<file path="src/rtl/spi_pkg.sv">
// Shared widths, frame layout and FSM encoding for the SPI write-frame controller.
package spi_pkg;

   localparam int unsigned FRAME_W  = 16;
   localparam int unsigned ADDR_W   = 7;
   localparam int unsigned DATA_W   = 8;
   localparam int unsigned NUM_REGS = 5;
   localparam logic        WRITE_FLAG = 1'b1;

   typedef enum logic [2:0] {
      IDLE,
      SETUP,
      SHIFT,
      HOLD,
      GAP
   } state_e;

   typedef struct packed {
      logic              wr;
      logic [ADDR_W-1:0] addr;
      logic [DATA_W-1:0] data;
   } frame_t;

   function automatic frame_t pack_frame(input logic [ADDR_W-1:0] addr,
                                         input logic [DATA_W-1:0] data);
      frame_t f;
      f.wr   = WRITE_FLAG;
      f.addr = addr;
      f.data = data;
      return f;
   endfunction

endpackage

</file>
<file path="src/rtl/spi_ctrl_tx_if.sv">
// System-side start/done handshake plus the SPI pins of the write-frame controller.
interface spi_ctrl_tx_if;
   import spi_pkg::*;

   logic              start;
   logic [ADDR_W-1:0] wr_addr;
   logic [DATA_W-1:0] wr_data;
   logic              busy;
   logic              done;
   logic              err;
   logic              sclk;
   logic              sdo;
   logic              cs;

   modport master (
      output start, wr_addr, wr_data,
      input  busy, done, err, sclk, sdo, cs
   );

   modport slave (
      input  start, wr_addr, wr_data,
      output busy, done, err, sclk, sdo, cs
   );

endinterface

</file>
<file path="src/rtl/spi_sclk_gen.sv">
// sclk generator: CLK_DIV cycles per half-period while enabled, idles low when disabled.
// Tick strobes are combinational and mark the edge on which sclk toggles.
module spi_sclk_gen #(
   parameter int unsigned CLK_DIV = 4
) (
   input  logic clk,
   input  logic rst,
   input  logic en_i,
   output logic sclk_o,
   output logic rise_tick_c_o,
   output logic fall_tick_c_o
);

   localparam int unsigned CNT_W = (CLK_DIV > 1) ? $clog2(CLK_DIV) : 1;

   logic [CNT_W-1:0] cnt_q, cnt_d;
   logic             sclk_q, sclk_d;
   logic             wrap_c;

   assign wrap_c        = en_i && (cnt_q == CNT_W'(CLK_DIV - 1));
   assign rise_tick_c_o = wrap_c && !sclk_q;
   assign fall_tick_c_o = wrap_c && sclk_q;
   assign sclk_o        = sclk_q;

   always_comb begin
      cnt_d  = '0;
      sclk_d = 1'b0;
      if (en_i) begin
         cnt_d  = wrap_c ? '0 : cnt_q + CNT_W'(1);
         sclk_d = wrap_c ? !sclk_q : sclk_q;
      end
   end

   always_ff @(posedge clk) begin
      if (rst) begin
         cnt_q  <= '0;
         sclk_q <= 1'b0;
      end else begin
         cnt_q  <= cnt_d;
         sclk_q <= sclk_d;
      end
   end

endmodule

</file>
<file path="src/rtl/spi_ctrl_tx.sv">
// SPI mode-0 controller sending {write flag, addr, data} frames MSB first to the register peripheral.
// Build option SPI_ADDR_CHECK_EN: addresses >= NUM_REGS are dropped and flagged with an err pulse.
module spi_ctrl_tx
   import spi_pkg::*;
#(
   parameter int unsigned CLK_DIV  = 4,
   parameter int unsigned CS_SETUP = 2,
   parameter int unsigned CS_HOLD  = 2,
   parameter int unsigned CS_GAP   = 4
) (
   input  logic          clk,
   input  logic          rst,
   spi_ctrl_tx_if.slave  sys_if
);

   localparam int unsigned PH_MAX = (CS_SETUP > CS_HOLD)
                                    ? ((CS_SETUP > CS_GAP) ? CS_SETUP : CS_GAP)
                                    : ((CS_HOLD  > CS_GAP) ? CS_HOLD  : CS_GAP);
   localparam int unsigned PH_W   = (PH_MAX > 1) ? $clog2(PH_MAX) : 1;
   localparam int unsigned BIT_W  = $clog2(FRAME_W);

   state_e             state_q, state_d;
   logic [PH_W-1:0]    ph_cnt_q, ph_cnt_d;
   logic [BIT_W-1:0]   bit_cnt_q, bit_cnt_d;
   logic               last_q, last_d;
   logic [FRAME_W-1:0] shreg_q, shreg_d;
   logic               sdo_q, sdo_d;
   logic               cs_q, cs_d;
   logic               busy_q, busy_d;
   logic               done_q, done_d;
   logic [FRAME_W-1:0] frame_c;
   logic               addr_bad_c;
   logic               accept_c;
   logic               rise_tick_c, fall_tick_c;

   spi_sclk_gen #(.CLK_DIV(CLK_DIV)) u_sclk_gen (
      .clk           (clk),
      .rst           (rst),
      .en_i          (state_q == SHIFT),
      .sclk_o        (sys_if.sclk),
      .rise_tick_c_o (rise_tick_c),
      .fall_tick_c_o (fall_tick_c)
   );

`ifdef SPI_ADDR_CHECK_EN
   logic err_q;

   assign addr_bad_c = (sys_if.wr_addr >= ADDR_W'(NUM_REGS));

   always_ff @(posedge clk) begin
      if (rst) err_q <= 1'b0;
      else     err_q <= (state_q == IDLE) && sys_if.start && addr_bad_c;
   end

   assign sys_if.err = err_q;
`else
   assign addr_bad_c = 1'b0;
   assign sys_if.err = 1'b0;
`endif

   assign frame_c  = pack_frame(sys_if.wr_addr, sys_if.wr_data);
   assign accept_c = (state_q == IDLE) && sys_if.start && !addr_bad_c;

   always_ff @(posedge clk) begin
      if (rst) state_q <= IDLE;
      else     state_q <= state_d;
   end

   // last_q arms the exit so the 16th falling edge ends SHIFT instead of shifting
   always_comb begin
      state_d = state_q;
      case (state_q)
         IDLE:    if (accept_c) state_d = SETUP;
         SETUP:   if (ph_cnt_q == PH_W'(CS_SETUP - 1)) state_d = SHIFT;
         SHIFT:   if (fall_tick_c && last_q) state_d = HOLD;
         HOLD:    if (ph_cnt_q == PH_W'(CS_HOLD - 1)) state_d = GAP;
         GAP:     if (ph_cnt_q == PH_W'(CS_GAP - 1)) state_d = IDLE;
         default: state_d = IDLE;
      endcase
   end

   always_comb begin
      ph_cnt_d  = '0;
      bit_cnt_d = '0;
      last_d    = 1'b0;
      shreg_d   = shreg_q;
      sdo_d     = sdo_q;
      cs_d      = !(state_d inside {SETUP, SHIFT, HOLD});
      busy_d    = (state_d != IDLE);
      done_d    = (state_q == GAP) && (state_d == IDLE);

      if ((state_d == state_q) && (state_q inside {SETUP, HOLD, GAP}))
         ph_cnt_d = ph_cnt_q + PH_W'(1);

      if (state_d == SHIFT) begin
         bit_cnt_d = bit_cnt_q;
         last_d    = last_q || (rise_tick_c && (bit_cnt_q == BIT_W'(FRAME_W - 1)));
         if ((state_q == SHIFT) && fall_tick_c) begin
            bit_cnt_d = bit_cnt_q + BIT_W'(1);
            shreg_d   = {shreg_q[FRAME_W-2:0], 1'b0};
            sdo_d     = shreg_q[FRAME_W-2];
         end
      end

      if (accept_c) begin
         shreg_d = frame_c;
         sdo_d   = frame_c[FRAME_W-1];
      end else if (cs_d) begin
         sdo_d   = 1'b0;
      end
   end

   always_ff @(posedge clk) begin
      if (rst) begin
         ph_cnt_q  <= '0;
         bit_cnt_q <= '0;
         last_q    <= 1'b0;
         shreg_q   <= '0;
         sdo_q     <= 1'b0;
         cs_q      <= 1'b1;
         busy_q    <= 1'b0;
         done_q    <= 1'b0;
      end else begin
         ph_cnt_q  <= ph_cnt_d;
         bit_cnt_q <= bit_cnt_d;
         last_q    <= last_d;
         shreg_q   <= shreg_d;
         sdo_q     <= sdo_d;
         cs_q      <= cs_d;
         busy_q    <= busy_d;
         done_q    <= done_d;
      end
   end

   assign sys_if.sdo  = sdo_q;
   assign sys_if.cs   = cs_q;
   assign sys_if.busy = busy_q;
   assign sys_if.done = done_q;

endmodule
</file>
<file path="src/flat_wrapper.sv">
// flat-port wrapper written by rule: the top's interface ports become plain ports
module spi_ctrl_tx_flat import spi_pkg::*;
#(
   parameter int unsigned CLK_DIV  = 4,
   parameter int unsigned CS_SETUP = 2,
   parameter int unsigned CS_HOLD  = 2,
   parameter int unsigned CS_GAP   = 4
)
  (clk, rst, sys_if_start, sys_if_wr_addr, sys_if_wr_data, sys_if_busy, sys_if_done, sys_if_err, sys_if_sclk, sys_if_sdo, sys_if_cs);
  spi_ctrl_tx_if sys_if_i ();
  input  logic clk;
  input  logic rst;
  input wire logic [$bits(sys_if_i.start)-1:0] sys_if_start;
  input wire logic [$bits(sys_if_i.wr_addr)-1:0] sys_if_wr_addr;
  input wire logic [$bits(sys_if_i.wr_data)-1:0] sys_if_wr_data;
  output wire logic [$bits(sys_if_i.busy)-1:0] sys_if_busy;
  output wire logic [$bits(sys_if_i.done)-1:0] sys_if_done;
  output wire logic [$bits(sys_if_i.err)-1:0] sys_if_err;
  output wire logic [$bits(sys_if_i.sclk)-1:0] sys_if_sclk;
  output wire logic [$bits(sys_if_i.sdo)-1:0] sys_if_sdo;
  output wire logic [$bits(sys_if_i.cs)-1:0] sys_if_cs;
  assign sys_if_i.start = sys_if_start;
  assign sys_if_i.wr_addr = sys_if_wr_addr;
  assign sys_if_i.wr_data = sys_if_wr_data;
  assign sys_if_busy = sys_if_i.busy;
  assign sys_if_done = sys_if_i.done;
  assign sys_if_err = sys_if_i.err;
  assign sys_if_sclk = sys_if_i.sclk;
  assign sys_if_sdo = sys_if_i.sdo;
  assign sys_if_cs = sys_if_i.cs;
  spi_ctrl_tx #(.CLK_DIV(CLK_DIV), .CS_SETUP(CS_SETUP), .CS_HOLD(CS_HOLD), .CS_GAP(CS_GAP)) u_core (.clk(clk), .rst(rst), .sys_if(sys_if_i));
endmodule
</file>
<file path="config.mk">
export PLATFORM = sky130hd
export DESIGN_NAME = spi_ctrl_tx_flat
export DESIGN_NICKNAME = d
export VERILOG_FILES = /design/src/rtl/spi_pkg.sv /design/src/rtl/spi_ctrl_tx_if.sv /design/src/rtl/spi_sclk_gen.sv /design/src/rtl/spi_ctrl_tx.sv /design/src/flat_wrapper.sv
export SDC_FILE = /design/constraint.sdc
export NUM_CORES = 1
export LEC_CHECK = 0
export CELL_PAD_IN_SITES_DETAIL_PLACEMENT = 0
export CELL_PAD_IN_SITES_GLOBAL_PLACEMENT = 1
export CORE_MARGIN = 4
export CORE_UTILIZATION = 36
export CTS_BUF_LIST = sky130_fd_sc_hd__clkbuf_4 sky130_fd_sc_hd__clkbuf_8 sky130_fd_sc_hd__clkbuf_16
export DETAILED_ROUTE_END_ITERATION = 8
export PLACE_DENSITY_LB_ADDON = 0.1
export SYNTH_ARGS = -nofsm -noshare
export SYNTH_HDL_FRONTEND = slang
export SYNTH_SLANG_ARGS = --single-unit
</file>
<file path="constraint.sdc">
create_clock -name clk -period 1.4 [get_ports clk]
set_input_delay 0.21 -clock clk [delete_from_list [all_inputs] [get_ports clk]]
set_output_delay 0.21 -clock clk [all_outputs]
set_load 0.005 [all_outputs]
</file>
==> results.cfg <==
[floorplanning]
core_area_mm2 = 0.00414
io_pins = 24
die_w_um = 74.6
die_h_um = 74.6
dieArea_mm2 = 0.00557
fp-row-count = 23
start_util = 0.386

[routing]
wl_met2_um = 1910
via_per_inst = 5.42
wl_per_cell_um = 15.3
drt-met1-wl_um = 1860
drtIter0Drc = 66
dr_wl_met3_um = 202
finalWirelength_um = 4050
firstDrtPassIters = 4
route.detailed.drc = 0
drt.antenna.violating_nets = 0
vias = 1436
maxUsedRoutingLayer = met4

[logic_synthesis]
synth_top_family_by_area = simple AND/OR/NAND/NOR gates
ys_seq_elements = 32
syn_inst = 171
synth_area_per_cell_um2 = 9.35
yosys.area_share.simple = 0.278
synth-compound-area-share = 0.220
synth_seq_area_share = 0.401
ys_warn_count = 0
synth_xor_area_frac = 0.00548
synth_fa_ha_area_frac = 0.0313
postSynthNetCount = 193
synthMuxAreaShare = 0
synth_area_mm2 = 0.00160
synth_cell_types = 49

[grt]
overflow = 0
track_usage = 0.162
antenna_found_initial = 0
first_global_vias = 1486
grt_max_degree = 22
grt_pass1_wl_um = 6890

[timing]
final.setup_skew_ns = 0.00452
fin_ws_ns = -0.0984
period_needed_ns = 1.50
slew_violations = 0
period_share = 1.07
max_freq_mhz = 667
hold_violations = 0
setup_viol = 17
rsz0062_at_grt = true

[finish]
most-common-layout-cells = dfxtp_1 (26), nor2_2 (22), clkdlybuf4s50_1 (21)
post-route-util = 0.603
syn_to_final_growth_pct = 56.2
drive_above_1_share = 0.451
fillers = 348
diodes = 0
mostFrequentLayoutCell = dfxtp_1
nNetsFinal = 236
final_cells = 265

[cts]
cts.path.max_buffers = 2
numClockSinks = 32
clk_pin_slew_worst_paths_ns = 0.07
clk_latency_ns = 0.29
cts_tree = built
cts_made_buffers = 5
root_buffer = clkbuf_8
htree_levels = 2

[critical_path]
cp.arrival_ns = 1.69
worst-path-buf-inv = 1
max_stage_delay_ns = 0.36
end_kind = flip-flop
crit_slowest_cell = a2111oi_4
startpoint_type = flip-flop
cp_cell_sequence = ha_4, nor4bb_4, buf_6, nand2_8, a2111oi_4
critical_path_class = flip-flop to flip-flop
crit_path_max_fanout = 6
critical_path_required_ns = 1.59
cpLargestDelayFamily = compound AO/OA/AOI/OAI gates

[placement]
gp_congestion = 0.718
dp_cells = 249
portBuffers = 22
dpl.hpwl_um = 2620

[worst_hold_path]
hp-class = flip-flop to flip-flop

[power_and_ir_drop]
p_leak_uw = 0.000835
p_total_uw = 2170
powerDensity_mw_per_mm2 = 867
ir_drop_uv = 655

[run_status]
violations = setup timing
status = finished with violations

[flow_run]
maxCapViolations = 0
## final timing paths
| kind | start | to | slack [ns] | cells after the start |
|---|---|---|---|---|
| worst min register to register | u_core.u_sclk_gen.cnt_q[0] | u_core.u_sclk_gen.cnt_q[0] | 0.44 | 1 |
| worst min-delay path | u_core.u_sclk_gen.cnt_q[0] | u_core.u_sclk_gen.cnt_q[0] | 0.44 | 1 |
| worst max-delay path | u_core.u_sclk_gen.cnt_q[0] | u_core.shreg_q[7] | -0.1 | 5 |
| worst max register to register | u_core.u_sclk_gen.cnt_q[0] | u_core.shreg_q[7] | -0.1 | 5 |
## sequential cells by signal, indices dropped and copies added (netlist names)
register and cells:
u_core.sys_if.sdo 1, u_core.u_sclk_gen.sclk_o 1, u_core.shreg_q 15, u_core.state_q 3, u_core.ph_cnt_q 2, u_core.bit_cnt_q 4
u_core.sys_if.busy 1, u_core.sys_if.done 1, u_core.last_q 1, u_core.u_sclk_gen.cnt_q 2, u_core.sys_if.cs 1
## per-layer routing
metal | vias to the layer above | track usage
li1 | 711 | -
met1 | 682 | 0.206
met2 | 34 | 0.255
met3 | 9 | 0.0507
met4 | 0 | 0.0652
met5 | - | 0
## area by class of cell
class | count | area, um2 | share of cell area
clock buffers | 6 | 82.6 | 0.0331
clock inverters | 2 | 10.0 | 0.00401
inverters | 2 | 7.51 | 0.00301
multi-input cells | 123 | 1180 | 0.474
flip-flops and latches | 32 | 648 | 0.260
well taps | 50 | 62.6 | 0.0251
repair buffers | 50 | 502 | 0.201
## cell usage after synthesis (all sizes together)
| cell | instances | area [um2] |
|---|---|---|
| a2111oi | 13 | 179 |
| a211oi | 1 | 7.51 |
| a21boi | 1 | 7.51 |
| a21o | 1 | 7.51 |
| a21oi | 6 | 30.0 |
| a311oi | 1 | 15.0 |
| a31oi | 2 | 12.5 |
| a41oi | 1 | 8.76 |
| and3 | 1 | 6.26 |
| and3b | 1 | 10.0 |
| and4b | 1 | 10.0 |
| buf | 10 | 73.8 |
| clkbuf | 5 | 18.8 |
| conb | 1 | 3.75 |
| dfxtp | 32 | 641 |
| ha | 4 | 50.1 |
| inv | 2 | 7.51 |
| nand2 | 3 | 13.8 |
| nand2b | 1 | 6.26 |
| nand3 | 4 | 20.0 |
| nand3b | 1 | 7.51 |
| nand4b | 2 | 17.5 |
| nand4bb | 1 | 11.3 |
| nor2 | 34 | 148 |
| nor2b | 3 | 18.8 |
| nor3 | 15 | 75.1 |
| nor3b | 1 | 7.51 |
| nor4b | 2 | 32.5 |
| nor4bb | 1 | 10.0 |
| o211ai | 1 | 7.51 |
| o21a | 3 | 22.5 |
| o21ai | 5 | 25.0 |
| o21bai | 1 | 7.51 |
| o22ai | 1 | 6.26 |
| o31ai | 2 | 15.0 |
| or2b | 1 | 7.51 |
| or3 | 1 | 6.26 |
| or3b | 1 | 8.76 |
| or4 | 1 | 7.51 |
| or4b | 2 | 20.0 |
| xor2 | 1 | 8.76 |
## logic make-up (layout without fill, tap and decap cells)
| family | count (synthesis) | after routing |
|---|---|---|
| buffers and inverters | 17 | 60 |
| xor gates and xnor gates | 1 | 1 |
| and+or+nand+nor | 77 | 78 |
| AOI/OAI and AO/OA | 39 | 39 |
| other | 1 | 1 |
| adders and majority gates | 4 | 4 |
| DFF | 32 | 32 |
## stage by stage
step           hold slack (ns)  setup TNS [ns]  worst slack, ns  instance area (um2)
3_3_place_gp             0.418           -4.95           -0.377                 2020
2_1_floorplan            0.346          -0.374          -0.0406                 1670
5_1_grt                  0.452           -2.55           -0.172                 2500
4_1_cts                  0.436           -1.36           -0.110                 2430
6_report                 0.436           -1.24          -0.0984                 2500
3_5_place_dp             0.426           -5.28           -0.390                 2020
## report_power, final
group	switching [uW]	leakage (uW)	internal [uW]
Clock	356	0.0000510	392
Sequential	36.9	0.000265	966
Combinational	182	0.000518	233
Total	575	0.000835	1590
## worst reg2reg max path, delay by kind of cell, from the launching register on
family                     cells  cell delay (ns)
AOI/OAI and AO/OA              1             0.36
adders and majority gates      1             0.16
buffers and inverters          1             0.19
DFF                            1             0.35
and+or+nand+nor                2             0.35
## repair_timing
action,CTS,global route
cloned,2,0
gates resized for setup,39,13
buffers inserted,7,2
setup endpoints to repair,25,26
pin swaps,22,6
hold buffers,0,0
(Power assumes the default switching activity.)
